<file path="config.mk">
export PLATFORM = sky130hd
export DESIGN_NAME = casex_rr_arbiter
export DESIGN_NICKNAME = d
export VERILOG_FILES = /design/src/rtl/casex_rr_arbiter_pkg.sv /design/src/rtl/casex_rr_arbiter_prio_enc4.sv /design/src/rtl/casex_rr_arbiter.sv
export SDC_FILE = /design/constraint.sdc
export NUM_CORES = 1
export LEC_CHECK = 0
export BUFFER_PORTS_ARGS = -buffer_cell sky130_fd_sc_hd__clkbuf_2
export CAP_MARGIN = 20
export CORE_MARGIN = 5
export CORE_UTILIZATION = 60
export CTS_CLUSTER_DIAMETER = 50
export DETAILED_ROUTE_END_ITERATION = 8
export PLACE_DENSITY = 0.82
export SLEW_MARGIN = 20
export SYNTH_ARGS = -nofsm -noshare
export SYNTH_HDL_FRONTEND = slang
export SYNTH_SLANG_ARGS = --single-unit
</file>
<file path="constraint.sdc">
create_clock -name clk -period 5.67 [get_ports clk]
set_input_delay 1.4175 -clock clk [delete_from_list [all_inputs] [get_ports clk]]
set_output_delay 1.4175 -clock clk [all_outputs]
set_load 0.01 [all_outputs]
</file>
<file path="src/rtl/casex_rr_arbiter_pkg.sv">
// Shared types and constants for the four-way casex arbiter.
// Latency: none (declarations and a combinational helper only).
// Backpressure: not applicable.
package casex_arb_pkg;

  // Number of requesters served by one arbiter.
  localparam int NREQ = 4;

  // Values accepted by the PRIO_MODE parameter of casex_rr_arbiter.
  localparam int PRIO_FIXED = 0;
  localparam int PRIO_RR    = 1;

  // Arbiter control state.
  typedef enum logic {
    IDLE  = 1'b0,
    GRANT = 1'b1
  } arb_state_e;

  // Rotate a request vector right by sh positions, so that bit i of the
  // result is bit (i+sh) mod NREQ of the input. After rotation the encoder's
  // bit 0 is the requester that sits just after the last owner.
  function automatic logic [NREQ-1:0] rotr4(input logic [NREQ-1:0] v,
                                            input logic [1:0]      sh);
    return NREQ'({v, v} >> sh);
  endfunction

endpackage

</file>
<file path="src/rtl/casex_rr_arbiter_prio_enc4.sv">
// Four-input priority encoder built on a casex wildcard table; bit 0 wins.
// Latency: purely combinational, zero cycles.
// Backpressure: none; the result follows req_vec directly.
//
// Ports:
//   req_vec  in  [3:0]  candidate request vector
//   idx      out [1:0]  index of the winning bit (0 when hit=0)
//   hit      out        at least one bit of req_vec is set
module prio_enc4 (
  input  logic [3:0] req_vec,
  output logic [1:0] idx,
  output logic       hit
);

  // The ? positions are don't-care, so the first arm that matches is the
  // lowest set bit. X/Z on req_vec would also match a ?, which is why the
  // top level asserts that req is always known.
  always_comb begin
    idx = 2'd0;
    hit = 1'b0;
    casex (req_vec)
      4'b???1: begin idx = 2'd0; hit = 1'b1; end
      4'b??10: begin idx = 2'd1; hit = 1'b1; end
      4'b?100: begin idx = 2'd2; hit = 1'b1; end
      4'b1000: begin idx = 2'd3; hit = 1'b1; end
      default: begin idx = 2'd0; hit = 1'b0; end
    endcase
  end

endmodule

</file>
<file path="src/rtl/casex_rr_arbiter.sv">
// Four-requester arbiter with registered one-hot grant, hold and preemption.
// Latency: req sampled at edge t, gnt visible after that edge (one register).
// Backpressure: requesters hold req until served; owner keeps gnt while req
//   stays high, unless the hold limit expires with another requester waiting.
//
// Ports:
//   clk      in         rising-edge clock
//   rst_n    in         asynchronous active-low reset
//   req      in  [3:0]  level request per requester
//   gnt      out [3:0]  registered one-hot grant, or 0
//   gnt_id   out [1:0]  index of the current owner (valid with gnt_vld)
//   gnt_vld  out        gnt is nonzero
//   preempt  out        one-cycle pulse when the hold limit takes a grant away
module casex_rr_arbiter
  import casex_arb_pkg::*;
#(
  parameter int PRIO_MODE = 1,   // 0: fixed, req[0] highest; 1: round-robin
  parameter int MAX_HOLD  = 8,   // 2..255 consecutive cycles under contention
  parameter int CNT_W     = 8    // 2**CNT_W must exceed MAX_HOLD
) (
  input  logic            clk,
  input  logic            rst_n,
  input  logic [NREQ-1:0] req,
  output logic [NREQ-1:0] gnt,
  output logic [1:0]      gnt_id,
  output logic            gnt_vld,
  output logic            preempt
);

  // Last cycle an owner may hold the grant while someone else waits.
  localparam logic [CNT_W-1:0] HOLD_LAST = CNT_W'(MAX_HOLD - 1);

  arb_state_e      state_q, state_d;
  logic [CNT_W-1:0] hold_cnt, hold_cnt_d;
  logic [1:0]      last_ptr, last_ptr_d;
  logic [NREQ-1:0] gnt_d;
  logic [1:0]      gnt_id_d;
  logic            gnt_vld_d;
  logic            preempt_d;

  // Candidate selection
  logic [NREQ-1:0] pending;     // requests other than the current owner
  logic            owner_req;   // current owner still requesting
  logic            at_limit;
  logic [1:0]      rr_shift;
  logic [NREQ-1:0] enc_in;
  logic [1:0]      enc_idx;
  logic            enc_hit;
  logic [1:0]      sel_id;

  // Masking with the registered grant serves all three selection cases:
  // in IDLE gnt is 0, on a release the owner's req is already low, and on a
  // preemption it removes the owner from the competition.
  assign pending   = req & ~gnt;
  assign owner_req = |(req & gnt);
  assign at_limit  = (hold_cnt == HOLD_LAST);
  assign rr_shift  = last_ptr + 2'd1;

  always_comb begin
    if (PRIO_MODE == PRIO_RR) begin
      enc_in = rotr4(pending, rr_shift);
    end else begin
      enc_in = pending;
    end
  end

  prio_enc4 u_prio_enc4 (
    .req_vec (enc_in),
    .idx     (enc_idx),
    .hit     (enc_hit)
  );

  // Undo the rotation: the encoder's index is relative to last_ptr+1.
  always_comb begin
    if (PRIO_MODE == PRIO_RR) begin
      sel_id = enc_idx + rr_shift;
    end else begin
      sel_id = enc_idx;
    end
  end

  // Next-state and next-output logic
  always_comb begin
    logic take;

    state_d    = state_q;
    gnt_d      = gnt;
    gnt_id_d   = gnt_id;
    gnt_vld_d  = gnt_vld;
    preempt_d  = 1'b0;
    hold_cnt_d = hold_cnt;
    last_ptr_d = last_ptr;
    take       = 1'b0;

    unique case (state_q)
      IDLE: begin
        if (enc_hit) begin
          take = 1'b1;
        end
      end

      GRANT: begin
        if (!owner_req) begin
          // Release. A release wins over the hold limit, so no preempt here.
          if (enc_hit) begin
            take = 1'b1;
          end else begin
            state_d    = IDLE;
            gnt_d      = '0;
            gnt_vld_d  = 1'b0;
            hold_cnt_d = '0;
          end
        end else if (at_limit && enc_hit) begin
          take      = 1'b1;
          preempt_d = 1'b1;
        end else if (!at_limit) begin
          hold_cnt_d = hold_cnt + CNT_W'(1);
        end
        // Otherwise the counter sits at HOLD_LAST and the uncontested owner
        // keeps the grant; preemption fires as soon as anyone else asks.
      end

      default: begin
        state_d = IDLE;
      end
    endcase

    if (take) begin
      state_d    = GRANT;
      gnt_d      = 4'b0001 << sel_id;
      gnt_id_d   = sel_id;
      gnt_vld_d  = 1'b1;
      hold_cnt_d = '0;
      last_ptr_d = sel_id;
    end
  end

  // State and output registers
  always_ff @(posedge clk or negedge rst_n) begin
    if (!rst_n) begin
      state_q  <= IDLE;
      gnt      <= '0;
      gnt_id   <= 2'd0;
      gnt_vld  <= 1'b0;
      preempt  <= 1'b0;
      hold_cnt <= '0;
      last_ptr <= 2'd3;   // first round-robin pick starts at req[0]
    end else begin
      state_q  <= state_d;
      gnt      <= gnt_d;
      gnt_id   <= gnt_id_d;
      gnt_vld  <= gnt_vld_d;
      preempt  <= preempt_d;
      hold_cnt <= hold_cnt_d;
      last_ptr <= last_ptr_d;
    end
  end

  // casex treats X/Z on req as wildcards and would grant silently.
  req_known_a: assert property (@(posedge clk) disable iff (!rst_n)
                                !$isunknown(req));

endmodule

</file>
==> metrics.yaml, run 1 <==
fin_tns_setup_ns: 0
finalNonFillerCells: 150
clockBufferDepth: 2
grt_pass1_wl_mm: 3.68
grt_max_degree: 20
synth_enable_flop_cells: 0
ir_drop_mv: 0.386
combPwrFrac: 0.507
synthMuxAreaShare: 0.0309
internal-power_mw: 0.349
cts_tree: "built"
first_pass_iters: 4
synth_nets: 117
layout_common_cells: "dfrtp_1 (17), clkbuf_2 (13), nand2_1 (12), nor2_1 (10)"
route.detailed.drc: 0
dpl.cell_count: 146
cts_buffers: 3
arrival_ns: 2.88
synth_cell_types: 38
cts-root-buf: "clkbuf_4"
synthSimpleGateAreaFrac: 0.253
ctsResizeCount: 0
area_growth_pct: 9.85
start_util: 0.633
period_share: 0.474
io_pins: 14
setup_viol: 0
port_buffers: 13
nNetsFinal: 134
cp_data_required_time_ns: 5.86
post-place-ws_ns: 2.73
power_density_mw_per_mm2: 506
die_w_um: 52.7
synthFlopType: "dfrtp_1"
status: "complete, no violations"
diodes: 0
tightest_slew_ns: 0.444
antenna_found_initial: 0
maxCapViolations: 0
final_hold_viol_count: 0
drv_slew: 0
die_area_sq_mm: 0.00277
wl_per_cell_um: 14.2
start_kind: "primary input"
cts-htree-levels: 1
clk_pin_slew_ns: 0.10
yosys.area_share.adder: 0.0229
hp-class: "register to register"
grt_util_all_layers: 0.185
die_height_um: 52.7
rsz0062_at_grt: "no"
cpPeakStageDelay_ns: 0.28
skew_ns: 0.00600
p_sw_frac: 0.425
yosys_warnings: 0
grt_pass1_vias: 805
maxSlewHeadroom: 0.700
clkPwrFrac: 0.113
ys_ff_latch: 19
dpl_cell_area_sq_mm: 0.00117
max_freq_mhz: 372
drt-initial-drc-count: 33
gp_routability_congestion: 0.923
p_sw_mw: 0.258
critPathCaptureType: "register"
synth_top_family_by_area: "simple AND/OR/NAND/NOR gates"
final_common_cell: "dfrtp_1"
finalCriticalPeriod_ns: 2.69
cts_setup_buffers: 0
yosys.area_share.xor_xnor: 0.0630
synthCells: 109
grt_overflow: 0
ys_seq_area_frac: 0.438
clock_sinks: 19
slowest_stage: "mux2_2"
vias: 896
crit_fanout: 6
core_sq_mm: 0.00173
crit_family: "simple AND/OR/NAND/NOR gates"
vias_per_cell: 5.97
route.antenna.remaining_nets: 0
setup_slack_ns: 2.98
drive_gt1_frac: 0.216
crit_buf_inv: 1
crit_chain: "clkbuf_2 -> nor2b_1 -> nor3_1 -> o21ai_0 -> o2111ai_1 -> ha_1 -> xnor2_2 -> mux2_2"
holdBufCountCts: 0
power_leakage_nw: 0.511
routed_wl_mm: 2.13
crit_type: "primary input to register"
avgSynthCellArea_sq_um: 10.0
clock_latency_ns: 0.30
dp_hpwl_mm: 1.60
seqPwrFrac: 0.380
async_flop_share: 1.00
synthesis.area_sq_mm: 0.00109
row_count: 15
fin_area_sq_mm: 0.00120
synth_compound_area_frac: 0.172
kinds of logic after synthesis:
| logic type | after synthesis |
|---|---|
| XOR/XNOR | 7 |
| AO/OA/AOI/OAI | 25 |
| buffers and inverters | 3 |
| multiplexers | 3 |
| adder cells (fa/ha/maj) | 2 |
| flip-flops | 19 |
| AND/OR/NAND/NOR | 50 |
final timing paths:
check	slack [ns]	start	cells after the start	to
max in group asynchronous	4.28	rst_n	1	last_ptr[1]
max reg2reg	3.46	hold_cnt[0]	6	gnt_id[1]
min reg2reg	0.50	gnt_id[0]	2	gnt_id[0]
min	0.50	gnt_id[0]	2	gnt_id[0]
max	2.98	req[3]	8	gnt_id[1]
min in group asynchronous	1.04	rst_n	1	state_q
final cells by class:
| class | instances | area (sq um) |
|---|---|---|
| fill | 132 | 527 |
| sequential | 19 | 478 |
| multi-input combinational | 87 | 592 |
| timing repair buffer | 13 | 65.1 |
| inverter | 2 | 7.51 |
| tap | 25 | 31.3 |
| clock buffer | 4 | 26.3 |
synthesized netlist by cell type, types with 2 or more instances:
library cell	n	area share
mux2_2	3	0.031
a32o_1	2	0.018
a22o_1	4	0.032
nor3_1	5	0.023
nand2_1	12	0.041
nor2_1	10	0.034
xor2_1	2	0.016
a21oi_1	2	0.0092
o21ai_0	2	0.0092
o211ai_1	3	0.021
inv_1	2	0.0069
dfrtp_1	17	0.39
nand4_1	5	0.029
nand4b_1	2	0.016
dfstp_2	2	0.048
ha_1	2	0.023
nor3b_1	3	0.021
nor2b_1	3	0.017
o21ai_1	4	0.018
nand2b_1	3	0.017
xnor2_1	4	0.032
worst register-to-register path: cells and delay by family (launching register included):
kind                     cells  cell delay [ns]
multiplexers                 1             0.35
AND/OR/NAND/NOR              4             1.08
adder cells (fa/ha/maj)      1             0.23
flip-flops                   1             0.44
layer usage:
metal | vias to the layer above | global-route usage | wire, um
met2 | 34 | 0.267 | 896
li1 | 439 | - | -
met4 | 0 | 0.0766 | 35
met3 | 4 | 0.0399 | 131
met1 | 419 | 0.264 | 1060
met5 | - | 0 | 0
flip-flops by register name, summed over array words and instances, names as in the netlist:
name	count
last_ptr	2
gnt_vld	1
state_q	1
hold_cnt	8
gnt_id	2
gnt	4
preempt	1
stage by stage:
stage	hold slack, ns	power, mW	utilization
2_1_floorplan	0.511	0.467	-
3_3_place_gp	0.480	0.530	0.680
3_5_place_dp	0.478	0.538	0.680
4_1_cts	0.508	0.609	0.695
5_1_grt	0.571	0.657	0.695
6_report	0.504	0.607	0.695
power by group through the flow:
stage / sequential, mW / clock (mW) / combinational [mW]
detailed placement: 0.232 / 0 / 0.306
global placement: 0.229 / 0 / 0.301
CTS: 0.229 / 0.0713 / 0.308
floorplan: 0.231 / 0 / 0.236
global route: 0.239 / 0.0779 / 0.341
finish: 0.231 / 0.0686 / 0.307
No activity file was read; power rests on OpenSTA's default activity.
==> inputs of run 2 (changes only) <==
ABC_AREA = 1   (was unset)
CORE_UTILIZATION = 57   (was 60)
PLACE_DENSITY = 0.78   (was 0.82)
clock period = 2.7 ns   (was 5.67 ns; I/O delays follow)
==> run 2 against run 1 <==
Effect of this change:
- non-clock buffer count is the same
- routed wire length grew 25%
- first-iteration DRC count grew 39%
- register-to-register slack lost 3.0 ns
- clock power grew 110%
==> metrics.yaml, run 2 <==
port_buffers: 13  # unchanged
clock_sinks: 19  # unchanged
die_height_um: 57.8  # +9.8%
start_util: 0.595  # -0.0381
nNetsFinal: 193  # +44%
drv_slew: 0  # unchanged
period_share: 0.826
critPathCaptureType: "register"
multi_input_area_sq_um: 727  # +23%
drive_gt1_frac: 0.255  # +0.0394
avgSynthCellArea_sq_um: 7.71  # -23%
regMostFlops: "hold_cnt"
arrival_ns: 2.45  # -0.43 ns
netlist_top_cells_count: "nand2_1 (42), nand3_1 (28), inv_1 (19), dfrtp_1 (17), nand2_2 (9)"
synthesis.area_sq_mm: 0.00130  # +19%
synth_top_area_cell: "dfrtp_1"
power_density_mw_per_mm2: 1310  # +160%
row_count: 17  # +2
dpl_cell_area_sq_mm: 0.00138  # +18%
synth_enable_flop_cells: 0  # unchanged
setup_viol: 0  # unchanged
routed_wl_mm: 2.67  # +25%
start_kind: "register"
rsz0062_at_grt: "no"
clock_latency_ns: 0.29  # about the same
clockBufferDepth: 2  # unchanged
maxSlewHeadroom: 0.664  # -0.0360
layout_common_cells: "nand2_1 (42), nand3_1 (28), inv_1 (19), dfrtp_1 (17), clkbuf_2 (13)"
fin_tns_setup_ns: 0  # unchanged
skew_ns: 0.00632  # +0.000326 ns
grt_pass1_wl_mm: 4.61  # +25%
first_pass_iters: 4  # unchanged
final_common_cell: "nand2_1"
fin_area_sq_mm: 0.00141  # +17%
async_flop_share: 1.00  # unchanged
grt_max_degree: 20  # unchanged
cts_buffers: 3  # unchanged
gp_routability_congestion: 0.835  # -9.5%
ff_latch_area_sq_um: 478  # unchanged
maxCapViolations: 0  # unchanged
cts-htree-levels: 1  # unchanged
drt-initial-drc-count: 46  # +39%
largest_register_ffs: 8  # unchanged
total_power_mw: 1.84  # +200%
cp_data_required_time_ns: 2.92  # -2.94 ns
crit_type: "register to register"
holdBufCountCts: 0  # unchanged
dp_hpwl_mm: 2.13  # +33%
core_sq_mm: 0.00219  # +27%
ir_drop_mv: 1.16  # +200%
ys_seq_area_frac: 0.367  # -0.0706
wl_per_cell_um: 12.6  # -11%
cts_tree: "built"
grt_util_all_layers: 0.172  # -0.0121
clk_pin_slew_ns: 0.10  # about the same
max_freq_mhz: 448
diodes: 0  # unchanged
route.detailed.drc: 0  # unchanged
ys_ff_latch: 19  # unchanged
antenna_found_initial: 0  # unchanged
largestRegisters: "hold_cnt x8, gnt x4"
power_leakage_nw: 0.739  # +45%
die_w_um: 57.8  # +9.8%
startpoint: "last_ptr[0]"
vias: 1154  # +29%
crit-reg2reg-launch: "last_ptr[0]"
tightest_slew_ns: 0.504  # +0.0603 ns
finalCriticalPeriod_ns: 2.23
final_hold_viol_count: 0  # unchanged
synthCells: 169  # +55%
io_pins: 14  # unchanged
fillerInstances: 186  # +41%
grt_pass1_vias: 1069  # +33%
route.antenna.remaining_nets: 0  # unchanged
crit_fanout: 8  # +2
synthFlopType: "dfrtp_1"
area_growth_pct: 7.97
synth.most_common_cell: "nand2_1"
yosys_warnings: 0  # unchanged
synth_nets: 177  # +51%
synth_cell_types: 24  # -37%
cts_setup_buffers: 0  # unchanged
vias_per_cell: 5.44  # -8.9%
hold_ws_ns: 0.328  # -0.175 ns
hp-class: "primary input to async pin"
synth_top_area_frac: 0.327  # -0.0629
cts-root-buf: "clkbuf_4"
status: "complete, no violations"
die_area_sq_mm: 0.00334  # +20%
grt_overflow: 0  # unchanged
ctsResizeCount: 0  # unchanged
synth.area.top_cells: "dfrtp_1 (33%), nand2_1 (12%), nand3_1 (11%)"
-- run 2: final timing paths --
path	endpoint	slack (ns)	depth (start not counted)
setup / recovery	last_ptr[1]	0.47	14
hold / removal	hold_cnt[3]	0.33	1
setup reg to reg	last_ptr[1]	0.47	14
hold reg to reg	gnt_id[1]	0.50	2
max in group asynchronous	last_ptr[0]	2.01	1
min in group clk	gnt_id[1]	0.50	2
-- run 2: cell type report --
cell class	count	share of cell area
Multi-Input combinational cell	128	0.517
Sequential cell	19	0.340
Clock buffer	4	0.0187
Timing Repair Buffer	13	0.0463
Tap cell	28	0.0249
Inverter	20	0.0534
-- run 2: cell families after synthesis --
| logic type | after synthesis | share of synthesized area |
|---|---|---|
| and+or+nand+nor | 109 | 0.437 |
| DFF | 19 | 0.367 |
| buffers and inverters | 22 | 0.0749 |
| adders and majority gates | 2 | 0.0192 |
| xor gates and xnor gates | 5 | 0.0336 |
| AOI/OAI and AO/OA | 12 | 0.0682 |
-- run 2: per-stage QoR --
step	worst slack (ns)	utilization	instances
2_1_floorplan	0.773	-	169
3_3_place_gp	0.535	0.630	208
3_5_place_dp	0.448	0.630	208
4_1_cts	0.491	0.642	212
5_1_grt	0.261	0.642	212
6_report	0.469	0.642	212
-- run 2: routing by layer --
metal / global-route usage / routed length, um
met1: 0.247 / 1250
met2: 0.266 / 1250
met3: 0.0312 / 142
met4: 0.0497 / 27
met5: 0 / 0
-- run 2: where the power goes --
part | switching [mW] | internal, mW
Combinational | 0.837 | 0.394
Clock | 0.0831 | 0.0575
Sequential | 0.0796 | 0.388
Total | 1.00 | 0.840
-- run 2: worst max-delay path: stages, from the launching register on --
cell and delay [ns]:
dfstp_2 0.62, inv_2 0.10, nand2_2 0.10, nand2_4 0.08
nand3_1 0.10, nand2_2 0.08, inv_1 0.06, nand2_1 0.04
a21oi_1 0.15, ha_1 0.18, xor2_1 0.18, nand3_1 0.12
nand2_1 0.16, nand2_1 0.10, o21ai_0 0.09
